File: config.mk
export PLATFORM = sky130hd
export DESIGN_NAME = rv32_mem_arbiter
export DESIGN_NICKNAME = d
export VERILOG_FILES = /design/src/rtl/rv32_pkg.sv /design/src/rtl/rv32_mem_arbiter.sv
export SDC_FILE = /design/constraint.sdc
export NUM_CORES = 1
export LEC_CHECK = 0
export CAP_MARGIN = 20
export CORE_MARGIN = 5
export CORE_UTILIZATION = 39
export CTS_CLUSTER_SIZE = 25
export DETAILED_ROUTE_END_ITERATION = 8
export HOLD_SLACK_MARGIN = 0.06
export PLACE_DENSITY_LB_ADDON = 0.2
export SETUP_SLACK_MARGIN = 0.1
export SLEW_MARGIN = 20
export SYNTH_ARGS = -nofsm -noshare
export SYNTH_HDL_FRONTEND = slang
export SYNTH_SLANG_ARGS = --single-unit
File: constraint.sdc
create_clock -name clk -period 3.8 [get_ports clk]
set_clock_uncertainty 0.05 [all_clocks]
set_input_delay 0.95 -clock clk [delete_from_list [all_inputs] [get_ports clk]]
set_output_delay 0.95 -clock clk [all_outputs]
set_load 0.1 [all_outputs]
File: src/rtl/rv32_pkg.sv
// rv32_pkg: shared arbiter state encoding and RV32I constants
package rv32_pkg;

  typedef enum logic [1:0] {
    ARB_IDLE  = 2'd0,
    ARB_GNT_I = 2'd1,
    ARB_GNT_D = 2'd2
  } arb_state_t;

  localparam logic [31:0] RV32I_NOP = 32'h0000_0013;

endpackage

File: src/rtl/rv32_mem_arbiter.sv
// rv32_mem_arbiter: shares one Avalon master between instruction fetch and data ports
module rv32_mem_arbiter
  import rv32_pkg::*;
#(
  parameter int          TIMEOUT_CYCLES = 256,
  parameter logic [31:0] TIMEOUT_RDATA  = RV32I_NOP
) (
  input  logic        clk,
  input  logic        reset_n,
  input  logic [31:0] iaddress,
  input  logic        iread,
  output logic [31:0] ireaddata,
  output logic        iwaitrequest,
  input  logic [31:0] daddress,
  input  logic        dwrite,
  input  logic [31:0] dwritedata,
  input  logic [3:0]  dbyteenable,
  input  logic        dread,
  output logic [31:0] dreaddata,
  output logic        dwaitrequest,
  output logic [31:0] m_address,
  output logic        m_read,
  output logic        m_write,
  output logic [31:0] m_writedata,
  output logic [3:0]  m_byteenable,
  input  logic [31:0] m_readdata,
  input  logic        m_waitrequest,
  output logic        bus_timeout
);

  localparam int WDW = TIMEOUT_CYCLES > 0 ? $clog2(TIMEOUT_CYCLES + 1) : 1;

  arb_state_t     state, state_n;
  logic [WDW-1:0] wd;
  logic           pend, hold_rd, hold_wr;
  logic [31:0]    hold_addr, hold_wdata;
  logic [3:0]     hold_be;
  logic           sel_i, sel_d, gnt, dreq, live, use_hold, timeout;
  logic           cur_rd, cur_wr, mcomp, done, report;
  logic [31:0]    rdata;

  // Grant state register; reset drops any transfer without reporting it
  always_ff @(posedge clk or negedge reset_n) begin
    if (!reset_n) state <= ARB_IDLE;
    else state <= state_n;
  end

  // Re-arbitrate from IDLE or on completion, favouring the port not just served
  always_comb begin
    state_n = state;
    if (!gnt || done)
      state_n = (state == ARB_GNT_D) ? (iread ? ARB_GNT_I : dreq ? ARB_GNT_D : ARB_IDLE)
                                     : (dreq ? ARB_GNT_D : iread ? ARB_GNT_I : ARB_IDLE);
  end

  // Master port forwarding, held command for cancelled requests, completion and watchdog
  always_comb begin
    sel_i        = state == ARB_GNT_I;
    sel_d        = state == ARB_GNT_D;
    gnt          = sel_i | sel_d;
    dreq         = dread | dwrite;
    live         = sel_i ? iread : sel_d & dreq;
    use_hold     = gnt & ~live & pend;
    timeout      = (TIMEOUT_CYCLES != 0) && gnt && (wd == WDW'(TIMEOUT_CYCLES));
    cur_wr       = sel_d & dwrite;
    cur_rd       = sel_i | (sel_d & ~dwrite);
    m_address    = live ? (sel_i ? iaddress : daddress) : use_hold ? hold_addr : '0;
    m_read       = ~timeout & (live ? cur_rd : use_hold & hold_rd);
    m_write      = ~timeout & (live ? cur_wr : use_hold & hold_wr);
    m_writedata  = live ? (cur_wr ? dwritedata : '0) : use_hold ? hold_wdata : '0;
    m_byteenable = live ? (cur_wr ? dbyteenable : 4'hf) : use_hold ? hold_be : '0;
    mcomp        = (m_read | m_write) & ~m_waitrequest;
    done         = gnt & (mcomp | timeout | ~(live | use_hold));
    report       = live & (mcomp | timeout);
    rdata        = timeout ? TIMEOUT_RDATA : m_readdata;
    iwaitrequest = ~(sel_i & report);
    dwaitrequest = ~(sel_d & report);
    ireaddata    = (sel_i & report) ? rdata : '0;
    dreaddata    = (sel_d & report) ? rdata : '0;
    bus_timeout  = timeout;
  end

  // Track an outstanding strobe, snapshot the live command, count stalled cycles
  always_ff @(posedge clk or negedge reset_n) begin
    if (!reset_n) begin
      pend       <= 1'b0;
      wd         <= '0;
      hold_addr  <= '0;
      hold_wdata <= '0;
      hold_be    <= '0;
      hold_rd    <= 1'b0;
      hold_wr    <= 1'b0;
    end else begin
      pend <= gnt & (m_read | m_write) & m_waitrequest;
      wd   <= (done | ~gnt) ? '0 : wd + WDW'(m_waitrequest & (m_read | m_write));
      if (live) begin
        hold_addr  <= m_address;
        hold_wdata <= m_writedata;
        hold_be    <= m_byteenable;
        hold_rd    <= cur_rd;
        hold_wr    <= cur_wr;
      end
    end
  end

  a_rw_excl: assert property (@(posedge clk) disable iff (!reset_n) !(dread && dwrite));

endmodule

After elaboration in Yosys (flattened, before gate mapping)
Cells that the tools add are included.
{"block": "classes", "addsub": 1, "n_eq_ne": 3, "muxes": 21, "bitwise_logic": 34, "reduce_logical": 3}
{"cell": "two-way mux 32 bit", "n": 9}
{"cell": "AND 1 bit", "n": 17}
{"cell": "two-way mux 4 bit", "n": 3}
{"cell": "adder 9 x 1 -> 9 bit", "n": 1}
{"cell": "== test 9 bit (second input constant)", "n": 1}
{"cell": "two-way mux 9 bit", "n": 1}
{"cell": "OR 1 bit", "n": 9}
{"cell": "two-way mux 2 bit", "n": 4}
{"cell": "NOT 1 bit", "n": 8}
{"cell": "two-way mux 1 bit", "n": 4}
{"cell": "== test 2 x 1 -> 1 bit (second input constant)", "n": 1}
{"cell": "== test 2 bit (second input constant)", "n": 1}
{"cell": "logical AND 1 bit", "n": 1}
{"cell": "zero test 1 bit", "n": 1}
{"cell": "logical OR 1 bit", "n": 1}
{"block": "word_totals", "regBits": 82, "in_bits": 138, "out_inout_bits": 137, "elab_cells": 70}

Logic depth before layout (Yosys ltp)
Gate-level depths: netlist (run 1).
{"block": "logic_depth", "ltp_word": 16, "ltp_mapped": 12, "mapped_depth_nobuf": 12}

Worst setup path before layout (run 1)
No wires, ideal clock.
{"block": "synth_path", "path_kind": "flip-flop to output port", "start": "register state[0]", "end": "output port m_read", "t_arrival_ns": 3.456, "required_time_ns": 2.800, "setup_slack_ns": -0.656, "path_stages_with_launch": 7, "path_buffers": 0, "path_cell_list": "dfrtp_1 inv_1 ha_1 nor2b_1 nand4_1 clkinv_1 a21oi_1"}
{"block": "synth_via", "elab_cells_between_ends": 15, "cone_classes": "eq/ne (2); mux (2); bitwise (10); reduce/logical (1)"}
{"element": "start: declaration", "line": "rv32_mem_arbiter.sv:33", "text": "arb_state_t state, state_n;"}
{"element": "start signal: assignment", "line": "rv32_mem_arbiter.sv:45", "text": "else state <= state_n;"}
{"element": "== test 2 x 1 -> 1 bit / == test 2 bit (equally long branches)", "line": "rv32_mem_arbiter.sv:58, rv32_mem_arbiter.sv:59"}
{"element": "OR 1 bit *", "line": "rv32_mem_arbiter.sv:60", "text": "gnt = sel_i | sel_d;"}
{"element": "logical AND 1 bit *", "line": "rv32_mem_arbiter.sv:64", "text": "timeout = (TIMEOUT_CYCLES != 0) && gnt && (wd == WDW'(TIMEOUT_CYCLES));"}
{"element": "named net bus_timeout", "line": "rv32_mem_arbiter.sv:28", "text": "output logic bus_timeout"}
{"element": "NOT 1 bit *", "line": "rv32_mem_arbiter.sv:68", "text": "m_read = ~timeout & (live ? cur_rd : use_hold & hold_rd);"}
{"element": "AND 1 bit *", "line": "rv32_mem_arbiter.sv:68"}
{"element": "end: declaration", "line": "rv32_mem_arbiter.sv:22", "text": "output logic m_read,"}
Mark *: on every way through the listed nets, which the timed path passes. The rest lies on a longest branch.

Worst setup path after layout (run 1)
{"block": "layout_path", "start": "input port iread", "end": "output port m_writedata[6]"}
{"block": "layout_via", "elab_chain_len": 6}
{"element": "start: declaration", "line": "rv32_mem_arbiter.sv:11", "text": "input logic iread,"}
{"element": "two-way mux 1 bit *", "line": "rv32_mem_arbiter.sv:62", "text": "live = sel_i ? iread : sel_d & dreq;"}
{"element": "NOT 1 bit", "line": "rv32_mem_arbiter.sv:63", "text": "use_hold = gnt & ~live & pend;"}
{"element": "AND 1 bit (2 in series)", "line": "rv32_mem_arbiter.sv:63"}
{"element": "two-way mux 32 bit", "line": "rv32_mem_arbiter.sv:70", "text": "m_writedata = live ? (cur_wr ? dwritedata : '0) : use_hold ? hold_wdata : '0;"}
{"element": "two-way mux 32 bit *", "line": "rv32_mem_arbiter.sv:70"}
{"element": "end: declaration", "line": "rv32_mem_arbiter.sv:24", "text": "output logic [31:0] m_writedata,"}
Every way passes the cells marked *; elsewhere a longest branch is shown, timed or not.

==> results of run 1 <==
-- Yosys cell counts (3+ instances only) --
library cell and instances:
a21oi_1 105, a22o_1 64, a31oi_1 3, buf_1 3, buf_2 24, buf_4 11, clkbuf_1 6, dfrtp_1 82
ha_1 4, inv_1 5, mux2i_1 33, nand2_1 38, nand3_1 5, nor2_1 118, nor2_2 10, nor3_1 3
xnor2_1 5
-- layout by cell type (no fill, tap or decap), types with 3 or more instances in the layout --
cell / n
buf_6: 3
buf_12: 142
dfrtp_1: 82
a21oi_1: 99
buf_4: 10
nor3_1: 3
xnor2_1: 5
nor2_2: 50
a22o_1: 64
a31oi_1: 3
nand2_1: 38
clkdlybuf4s50_1: 134
clkbuf_16: 9
inv_1: 5
a21oi_2: 7
nand3_1: 4
nand2b_2: 3
mux2i_1: 33
nor2_1: 77
ha_1: 3
-- through the flow --
stage / utilization (%) / std cells / instance area, um^2
4_1_cts: 79.3 / 982 / 9560
3_5_place_dp: 76.3 / 966 / 9210
2_1_floorplan: - / 553 / 4940
3_3_place_gp: 76.3 / 966 / 9210
6_report: 79.3 / 982 / 9570
5_1_grt: 79.3 / 982 / 9570
-- routing by layer --
metal	GRT usage [%]	vias up
li1	-	2455
met1	29.3	2491
met2	44.4	245
met3	6.15	22
met4	5.88	0
met5	0	-
-- cells by family after synthesis --
| group | Yosys count | synth area share (%) |
|---|---|---|
| muxes | 34 | 7.08 |
| and+or+nand+nor | 187 | 16.2 |
| AOI/OAI and AO/OA | 186 | 26.0 |
| buffers and inverters | 53 | 5.91 |
| DFF | 82 | 42.5 |
| adders and majority gates | 4 | 1.04 |
| xor gates and xnor gates | 7 | 1.27 |
-- final cells by class --
cell class	count	area (um^2)
fillers	757	2490
well taps	168	210
clock buffers	11	243
flip-flops and latches	82	2050
inverters	7	26.3
repair buffers	291	4310
multi-input cells	418	2640
clock inverters	5	85.1
-- timing repair --
action                                  CTS  global route
pin swaps                                 1             0
cloned                                    0             0
endpoints found under the setup margin   44            29
resized for setup                         9             1
-- critical path, stage by stage --
cell and delay, ns:
clkdlybuf4s50_1 0.48, nand2b_2 0.26, and3_2 0.27, buf_12 0.18, a22o_1 0.29, buf_12 0.18
-- report_power, final --
| part | internal (uW) | switching (uW) |
|---|---|---|
| Sequential | 1230 | 199 |
| Clock | 597 | 345 |
| Combinational | 2590 | 4960 |
-- state kept, by name (all words and copies together), names as in the netlist --
register and count:
hold_wr 1, wd 9, hold_wdata 32, hold_be 4
pend 1, state 2, hold_rd 1, hold_addr 32
-- worst max-delay path by stage --
stage               slack [ns]  depth (start not counted)             end
global placement          0.11                          7   m_address[26]
CTS                       0.14                          6  m_writedata[6]
global route              0.13                          7   m_address[20]
finish                    0.16                          6  m_writedata[6]
detailed placement        0.07                          7   m_address[27]
floorplan                -0.31                          5    m_address[0]
==> metrics.yaml, run 1 <==
max_freq_mhz: 275
synth_edf_count: 0
maxSlewHeadroom_pct: 50.9
die_w_um: 121
synth.net_count: 695
critical_path_arrival_ns: 2.64
period_share_pct: 95.8
ir_worst_vdd_uv: 1080
drive_gt1_share_pct: 30.0
tns_ns: 0
syn_area_um2: 4830
r2r_end: "wd[8]$_DFF_PN0_"
detail-route-antenna-nets: 0
vias: 5213
start_util_pct: 40.0
rr_startpoint: "state[0]$_DFFE_PN0N_"
die_h_um: 121
startpoint_type: "primary input"
wl_met2_mm: 9.72
hold_viol_final: 0
drv_cap: 0
r2r_setup_slack_ns: 0.91
dp_hpwl_mm: 14.9
status: "completed"
async_flop_share_pct: 100
tightest_slew_ns: 0.737
post-cts-setup-buffers: 0
wl_per_cell_um: 18.9
ctsRootBufferMaster: "clkbuf_16"
htree_num_levels: 3
postSynthAreaPerCell_um2: 8.73
overflow: 0
cts_tree: "done"
path_clk_slew_ns: 0.06
fin_nets: 951
grt_pass1_vias: 5170
min_to: "hold_be[2]$_DFFE_PN0N_"
dr_wl_met3_mm: 1.52
io_pins: 275
port_buffers: 274
cts_sinks: 82
synth_flop_cell: "dfrtp_1"
hold_class: "reg -> reg"
dp_worst_setup_slack_ns: 0.0725
synth-seq-cells: 82
yosys_warnings: 0
synth_top_area_cell: "dfrtp_1"
hold_ws_ns: 0.454
setup_viol: 0
holdBufCountCts: 0
grt_max_degree: 83
cp-end-kind: "output pin"
drt_iter0_markers: 315
remaining_drc_errors: 0
whs_path_depth: 2
slew_violations: 0
synthTopCellsByArea: "dfrtp_1 (43%), a22o_1 (12%), a21oi_1 (11%)"
critPathLaunch: "iread"
crit_fanout: 41
num_antenna_cells: 0
clk_latency_ns: 0.33
core-area_um2: 12100
grt_antenna_before_repair: 0
grt_setup_unrepaired: "false"
syn-instance-count: 553
met1_length_mm: 7.01
worst_ep_required_time_ns: 2.80
period_minus_slack_ns: 3.64
fin_ws_ns: 0.160
die_area_um2: 14700
grt_usage_pct: 24.6
vias_per_cell: 5.31
critPathKind: "in -> out"
grt_pass1_wl_mm: 28.7
p_leak_uw: 0.00383
synth_top_area_share_pct: 42.5
hold_start: "hold_be[2]$_DFFE_PN0N_"
synth.distinct_cells: 44
syn_to_final_growth_pct: 98.2
rows: 40
dr.pass1.iters: 5
cts_buffers: 9
gp_congestion: 0.850
ys_seq_area_share_pct: 42.5
power.total_uw: 9920
routed.top_layer: "met4"
r2r_cells: 12
cts_buffer_depth: 2
power_density_nw_per_um2: 1040
drt_wl_total_mm: 18.6
(Power assumes the default switching activity.)
==> inputs of run 2 (changes only) <==
--- a/config.mk
+++ b/config.mk
@@ -5,8 +5,8 @@
 export SDC_FILE = /design/constraint.sdc
 export NUM_CORES = 1
 export LEC_CHECK = 0
+export ABC_AREA = 1
 export CAP_MARGIN = 20
-export CORE_MARGIN = 5
 export CORE_UTILIZATION = 39
 export CTS_CLUSTER_SIZE = 25
 export DETAILED_ROUTE_END_ITERATION = 8
==> metrics.yaml, run 2 <==
status: "completed"
drv_cap: 0  # unchanged
detail-route-antenna-nets: 0  # unchanged
io_pins: 275  # unchanged
critPathLaunch: "dwrite"
clk_latency_ns: 0.32  # about the same
fin_nets: 1043  # +9.7%
stdcell_area_um2: 10200  # +6.1%
dp_hpwl_mm: 13.9  # -6.6%
cp-end-kind: "output pin"
synth.net_count: 767  # +10%
maxSlewHeadroom_pct: 51.5  # +0.67 points
r2r_cells: 20  # +8
path_cells: "dlygate4sd2_1 -> inv_2 -> nand2_4 -> nand2_4 -> nand2_4 -> buf_4 -> inv_1 -> nand2_4 -> buf_12 -> o22ai_1 -> buf_12"
overflow: 0  # unchanged
slowest_delay_ns: 0.31  # -0.17 ns
path_clk_slew_ns: 0.06  # about the same
syn_to_final_growth_pct: 111
ir_worst_vdd_uv: 623  # -42%
cts_tree: "done"
worst_ep_required_time_ns: 2.80  # about the same
grt_antenna_before_repair: 0  # unchanged
layout_common_cells: "buf_12 (145), clkdlybuf4s50_1 (133), inv_1 (121)"
die_w_um: 113  # -6.7%
multi_input_area_um2: 2680  # +1.4%
wl_per_cell_um: 17.5  # -7.4%
period_share_pct: 96.1  # +0.31 points
r2r_end: "wd[8]$_DFF_PN0_"
synthTopCellsByArea: "dfrtp_1 (43%), inv_1 (9.6%), o21ai_0 (8.3%)"
synth-seq-cells: 82  # unchanged
grt_max_degree: 83  # unchanged
postSynthAreaPerCell_um2: 7.70  # -12%
synth_top_area_share_pct: 42.7  # +0.13 points
dpl_cell_area_um2: 9670  # +5.0%
max_freq_mhz: 274  # -0.32%
syn-instance-count: 625  # +13%
layout_commonest_cell: "buf_12"
syn_area_um2: 4810  # -0.31%
port_buffers: 274  # unchanged
synth_edf_count: 0  # unchanged
async_flop_share_pct: 100  # unchanged
r2r_setup_slack_ns: 0.85  # -0.06 ns
utilization_pct: 84.5  # +5.2 points
crit_top_cell: "nand2_4"
critPathKind: "in -> out"
startpoint_type: "primary input"
core-area_um2: 12000  # -0.42%
start_util_pct: 40.1  # +0.042 points
cts_buffer_depth: 2  # unchanged
remaining_drc_errors: 0  # unchanged
yosys_warnings: 0  # unchanged
grt_setup_unrepaired: "false"
drt_iter0_markers: 313  # -0.63%
fillers: 601  # -21%
p_leak_uw: 0.00445  # +16%
grt_pass1_wl_mm: 29.7  # +3.6%
rr_startpoint: "state[0]$_DFFE_PN0N_"
vias_per_cell: 5.18  # -2.5%
setup_viol: 0  # unchanged
tightest_slew_ns: 0.727  # -0.0101 ns
ctsRootBufferMaster: "clkbuf_16"
grt_usage_pct: 29.7  # +5.1 points
gp_congestion: 0.907  # +6.8%
slew_violations: 0  # unchanged
grt_pass1_vias: 5810  # +12%
crit_fanout: 29  # -29%
hold_class: "reg -> reg"
top_regs: "hold_addr: 32 flops, hold_wdata: 32 flops, wd: 9 flops"
synth_flop_cell: "dfrtp_1"
die_area_um2: 12800  # -13%
register_area_um2: 2050  # unchanged
drt_wl_total_mm: 18.4  # -0.68%
yosysMostFrequentCell: "inv_1"
ys_seq_area_share_pct: 42.7  # +0.13 points
vias: 5451  # +4.6%
synth_commonest_cells: "inv_1 (123), nand2_1 (85), dfrtp_1 (82), nor2_1 (82), o21ai_0 (80)"
dr.pass1.iters: 5  # unchanged
cts_sinks: 82  # unchanged
synth.distinct_cells: 28  # -36%
critical_path_arrival_ns: 2.65  # about the same
cts_buffers: 9  # unchanged
crit_end: "m_writedata[3]"
rows: 40  # unchanged
hold_viol_final: 0  # unchanged
period_minus_slack_ns: 3.65  # +0.0117 ns
htree_num_levels: 3  # unchanged
drive_gt1_share_pct: 36.9  # +6.9 points
crit_slowest_cell: "o22ai_1"
power_density_nw_per_um2: 748  # -28%
synth_top_area_cell: "dfrtp_1"
die_h_um: 113  # -6.7%
power.total_uw: 7590  # -24%
-- run 2: power by group --
group | internal, uW | switching, uW
Clock | 436 | 328
Sequential | 1250 | 118
Combinational | 1840 | 3610
-- run 2: through the flow --
stage	setup TNS, ns	hold slack, ns	setup WS (ns)	std cells
floorplan	-18.55	0.400	-0.456	625
global placement	0	0.429	0.0256	1032
detailed placement	-1.48	0.429	-0.112	1032
CTS	0	0.447	0.140	1052
global route	0	0.490	0.107	1052
finish	0	0.477	0.148	1053
-- run 2: what timing repair did --
action / 4_1_cts / 5_1_grt
pin swaps: 6 / 3
setup endpoints to repair: 131 / 11
setup buffers: 3 / 0
cloned: 2 / 0
hold buffers: 0 / 0
resized for setup: 35 / 4
-- run 2: worst min path at each step --
stage | start | end | slack [ns] | depth (start not counted)
detailed placement | hold_rd$_DFFE_PN0N_ | hold_rd$_DFFE_PN0N_ | 0.43 | 2
global placement | hold_rd$_DFFE_PN0N_ | hold_rd$_DFFE_PN0N_ | 0.43 | 2
CTS | hold_rd$_DFFE_PN0N_ | hold_rd$_DFFE_PN0N_ | 0.45 | 2
finish | hold_rd$_DFFE_PN0N_ | hold_rd$_DFFE_PN0N_ | 0.48 | 2
global route | hold_rd$_DFFE_PN0N_ | hold_rd$_DFFE_PN0N_ | 0.49 | 2
floorplan | hold_rd$_DFFE_PN0N_ | hold_rd$_DFFE_PN0N_ | 0.40 | 2
-- run 2: critical path: cells and delay by family --
kind	cells	cell delay, ns
and+or+nand+nor	4	0.35
AOI/OAI and AO/OA	1	0.31
buffers and inverters	6	1.02
-- run 2: routing by layer --
layer | part of all wire (%) | GRT usage [%] | vias to the layer above
li1 | - | - | 2562
met1 | 35 | 31.2 | 2587
met2 | 53 | 54.8 | 251
met3 | 6.9 | 7.50 | 51
met4 | 4.2 | 15.2 | 0
met5 | 0 | 0 | -
-- run 2: cells by family (layout without fill, tap and decap cells) --
group | after synthesis | count (layout) | synth area share, %
other | 0 | 1 | 0
flip-flops | 82 | 82 | 42.7
XOR/XNOR | 3 | 3 | 0.546
adder cells (fa/ha/maj) | 4 | 4 | 1.04
AND/OR/NAND/NOR | 190 | 190 | 16.5
multiplexers | 32 | 32 | 7.49
AO/OA/AOI/OAI | 149 | 149 | 17.3
buffers and inverters | 165 | 445 | 14.4
-- run 2: layout make-up --
type / instances / share of cell area (%)
Tap cell: 147 / 1.81
Sequential cell: 82 / 20.2
Multi-Input combinational cell: 378 / 26.4
Clock inverter: 5 / 0.320
Clock buffer: 10 / 2.26
Antenna cell: 1 / 0.0247
Inverter: 125 / 4.62
Timing Repair Buffer: 305 / 44.4
==> inputs of run 3 (changes only) <==
--- a/config.mk
+++ b/config.mk
@@ -7,7 +7,7 @@
 export LEC_CHECK = 0
 export ABC_AREA = 1
 export CAP_MARGIN = 20
-export CORE_UTILIZATION = 39
+export CORE_UTILIZATION = 30
 export CTS_CLUSTER_SIZE = 25
 export DETAILED_ROUTE_END_ITERATION = 8
 export HOLD_SLACK_MARGIN = 0.06
==> metrics.yaml, run 3 (synthesis gave the netlist of run 2 again) <==
status: "completed"
layoutNonFillerInstCount: 1127  # +7.0%
detail-route-antenna-nets: 0  # unchanged
r2r_setup_slack_ns: 0.91  # +0.06 ns
period_minus_slack_ns: 3.63  # -0.0181 ns
cts_buffer_depth: 2  # unchanged
clk_latency_ns: 0.34  # +0.02 ns
tightest_slew_ns: 0.761  # +0.0342 ns
setup_viol: 0  # unchanged
wl_per_cell_um: 15.1  # -14%
worst_ep_required_time_ns: 2.80  # about the same
top_regs: "hold_addr: 32 flops, hold_wdata: 32 flops, wd: 9 flops"
num_antenna_cells: 0  # -1
grt_antenna_before_repair: 0  # unchanged
hold_start: "hold_rd$_DFFE_PN0N_"
utilization_pct: 69.0  # -15 points
critPathKind: "in -> out"
port_buffers: 274  # unchanged
core-area_um2: 15400  # +28%
p_leak_uw: 0.00458  # +2.9%
drt_iter0_markers: 163  # -48%
vias_per_cell: 4.67  # -9.9%
gp_congestion: 0.784  # -14%
hold_viol_final: 0  # unchanged
cts_tree: "done"
period_share_pct: 95.6  # -0.48 points
dp_cells: 1101  # +6.7%
io_pins: 275  # unchanged
slew_violations: 0  # unchanged
cts_sinks: 82  # unchanged
critical_path_arrival_ns: 2.63  # -0.02 ns
rr_startpoint: "state[0]$_DFFE_PN0N_"
maxSlewHeadroom_pct: 49.3  # -2.3 points
power_density_nw_per_um2: 743  # -0.55%
grt_max_degree: 83  # unchanged
ctsRootBufferMaster: "clkbuf_16"
syn_to_final_growth_pct: 121
holdBufCountCts: 0  # unchanged
grt_pass1_vias: 5286  # -9.0%
grt_setup_unrepaired: "false"
dp_hpwl_mm: 12.9  # -7.4%
whs_path_depth: 2  # unchanged
cp-end-kind: "output pin"
drive_gt1_share_pct: 40.7  # +3.8 points
min_to: "hold_rd$_DFFE_PN0N_"
remaining_drc_errors: 0  # unchanged
die_area_um2: 16500  # +29%
grt_pass1_wl_mm: 27.0  # -9.1%
die_w_um: 129  # +14%
start_util_pct: 31.2  # -8.9 points
hold_class: "reg -> reg"
max_freq_mhz: 275  # +0.50%
fin_ws_ns: 0.166  # +0.0181 ns
startpoint_type: "primary input"
dr.pass1.iters: 4  # -1
layout_common_cells: "buf_12 (146), clkdlybuf4s50_1 (133), inv_1 (120)"
drv_cap: 0  # unchanged
overflow: 0  # unchanged
crit_fanout: 7  # -76%
ir_worst_vdd_uv: 489  # -21%
vias: 5258  # -3.5%
r2r_cells: 20  # unchanged
grt_usage_pct: 21.0  # -8.7 points
layout_commonest_cell: "buf_12"
die_h_um: 129  # +14%
r2r_end: "wd[8]$_DFF_PN0_"
drt_wl_total_mm: 17.0  # -7.6%
htree_num_levels: 3  # unchanged
power.total_uw: 7920  # +4.3%
cts_buffers: 9  # unchanged
dp_worst_setup_slack_ns: -0.0848  # +0.0274 ns
rows: 45  # +13%
path_clk_slew_ns: 0.06  # about the same
fin_nets: 1054  # +1.1%
## run 3: changes by cell type in the layout (fill, tap and decap cells not counted), sizes merged
cell / before / now
buf: 169 / 177
clkbuf: 10 / 14
bufinv: 0 / 3
clkinvlp: 3 / 1
clkinv: 2 / 1
diode: 1 / 0
dlygate4sd2: 3 / 2
dlymetal6s2s: 0 / 1
inv: 125 / 124
## run 3: repair_timing
| action | CTS | global route |
|---|---|---|
| resized for setup | 57 | 17 |
| cloned | 1 | 3 |
| pin swaps | 1 | 6 |
| setup endpoints to repair | 106 | 97 |
| setup buffers | 5 | 2 |
## run 3: how the worst max path moves through the flow
stage          depth (start not counted)  slack, ns               to   start
2_1_floorplan                         10      -0.46  m_writedata[11]   dread
4_1_cts                               13       0.13     ireaddata[2]   iread
5_1_grt                               13       0.09    dreaddata[26]  dwrite
6_report                              13       0.17     dreaddata[3]  dwrite
3_3_place_gp                          10      -0.09  m_writedata[15]  dwrite
3_5_place_dp                          10      -0.08   m_writedata[9]  dwrite
## run 3: per-stage QoR
stage | setup TNS [ns] | area, um^2 | hold WS, ns
2_1_floorplan | -18.55 | 5270 | 0.400
3_3_place_gp | -1.42 | 9790 | 0.435
3_5_place_dp | -2.23 | 9790 | 0.420
4_1_cts | 0 | 10500 | 0.434
5_1_grt | 0 | 10600 | 0.457
6_report | 0 | 10600 | 0.451
## run 3: report_power, final
group / total, uW / switching [uW] / leakage [uW] / internal [uW]
logic: 5540 / 3640 / 0.00335 / 1900
registers: 1350 / 102 / 0.00106 / 1250
clock network: 1020 / 347 / 0.000172 / 675
total: 7920 / 4090 / 0.00458 / 3830
## run 3: layout make-up
type	count	area (um^2)
Timing Repair Buffer	316	4630
Clock buffer	11	253
Sequential cell	82	2050
Clock inverter	4	98.8
Inverter	125	473
Fill cell	1181	4780
Tap cell	211	264
Multi-Input combinational cell	378	2880
## run 3: critical path: stages
cell	delay, ns
dlygate4sd2_1	0.26
buf_4	0.16
o21bai_1	0.17
nand2_2	0.08
nand2_1	0.08
nand2_2	0.07
nand2_2	0.09
nand2_4	0.08
nand2_8	0.09
nand2_8	0.11
clkbuf_16	0.21
nor2_4	0.10
buf_12	0.18
## run 3: metal layers
layer | GRT usage (%) | wire (um) | vias to the layer above
met5 | 0 | 0 | -
met4 | 6.02 | 230 | 0
met3 | 7.32 | 1620 | 17
met2 | 38.8 | 8910 | 196
met1 | 22.6 | 6280 | 2468
li1 | - | - | 2577
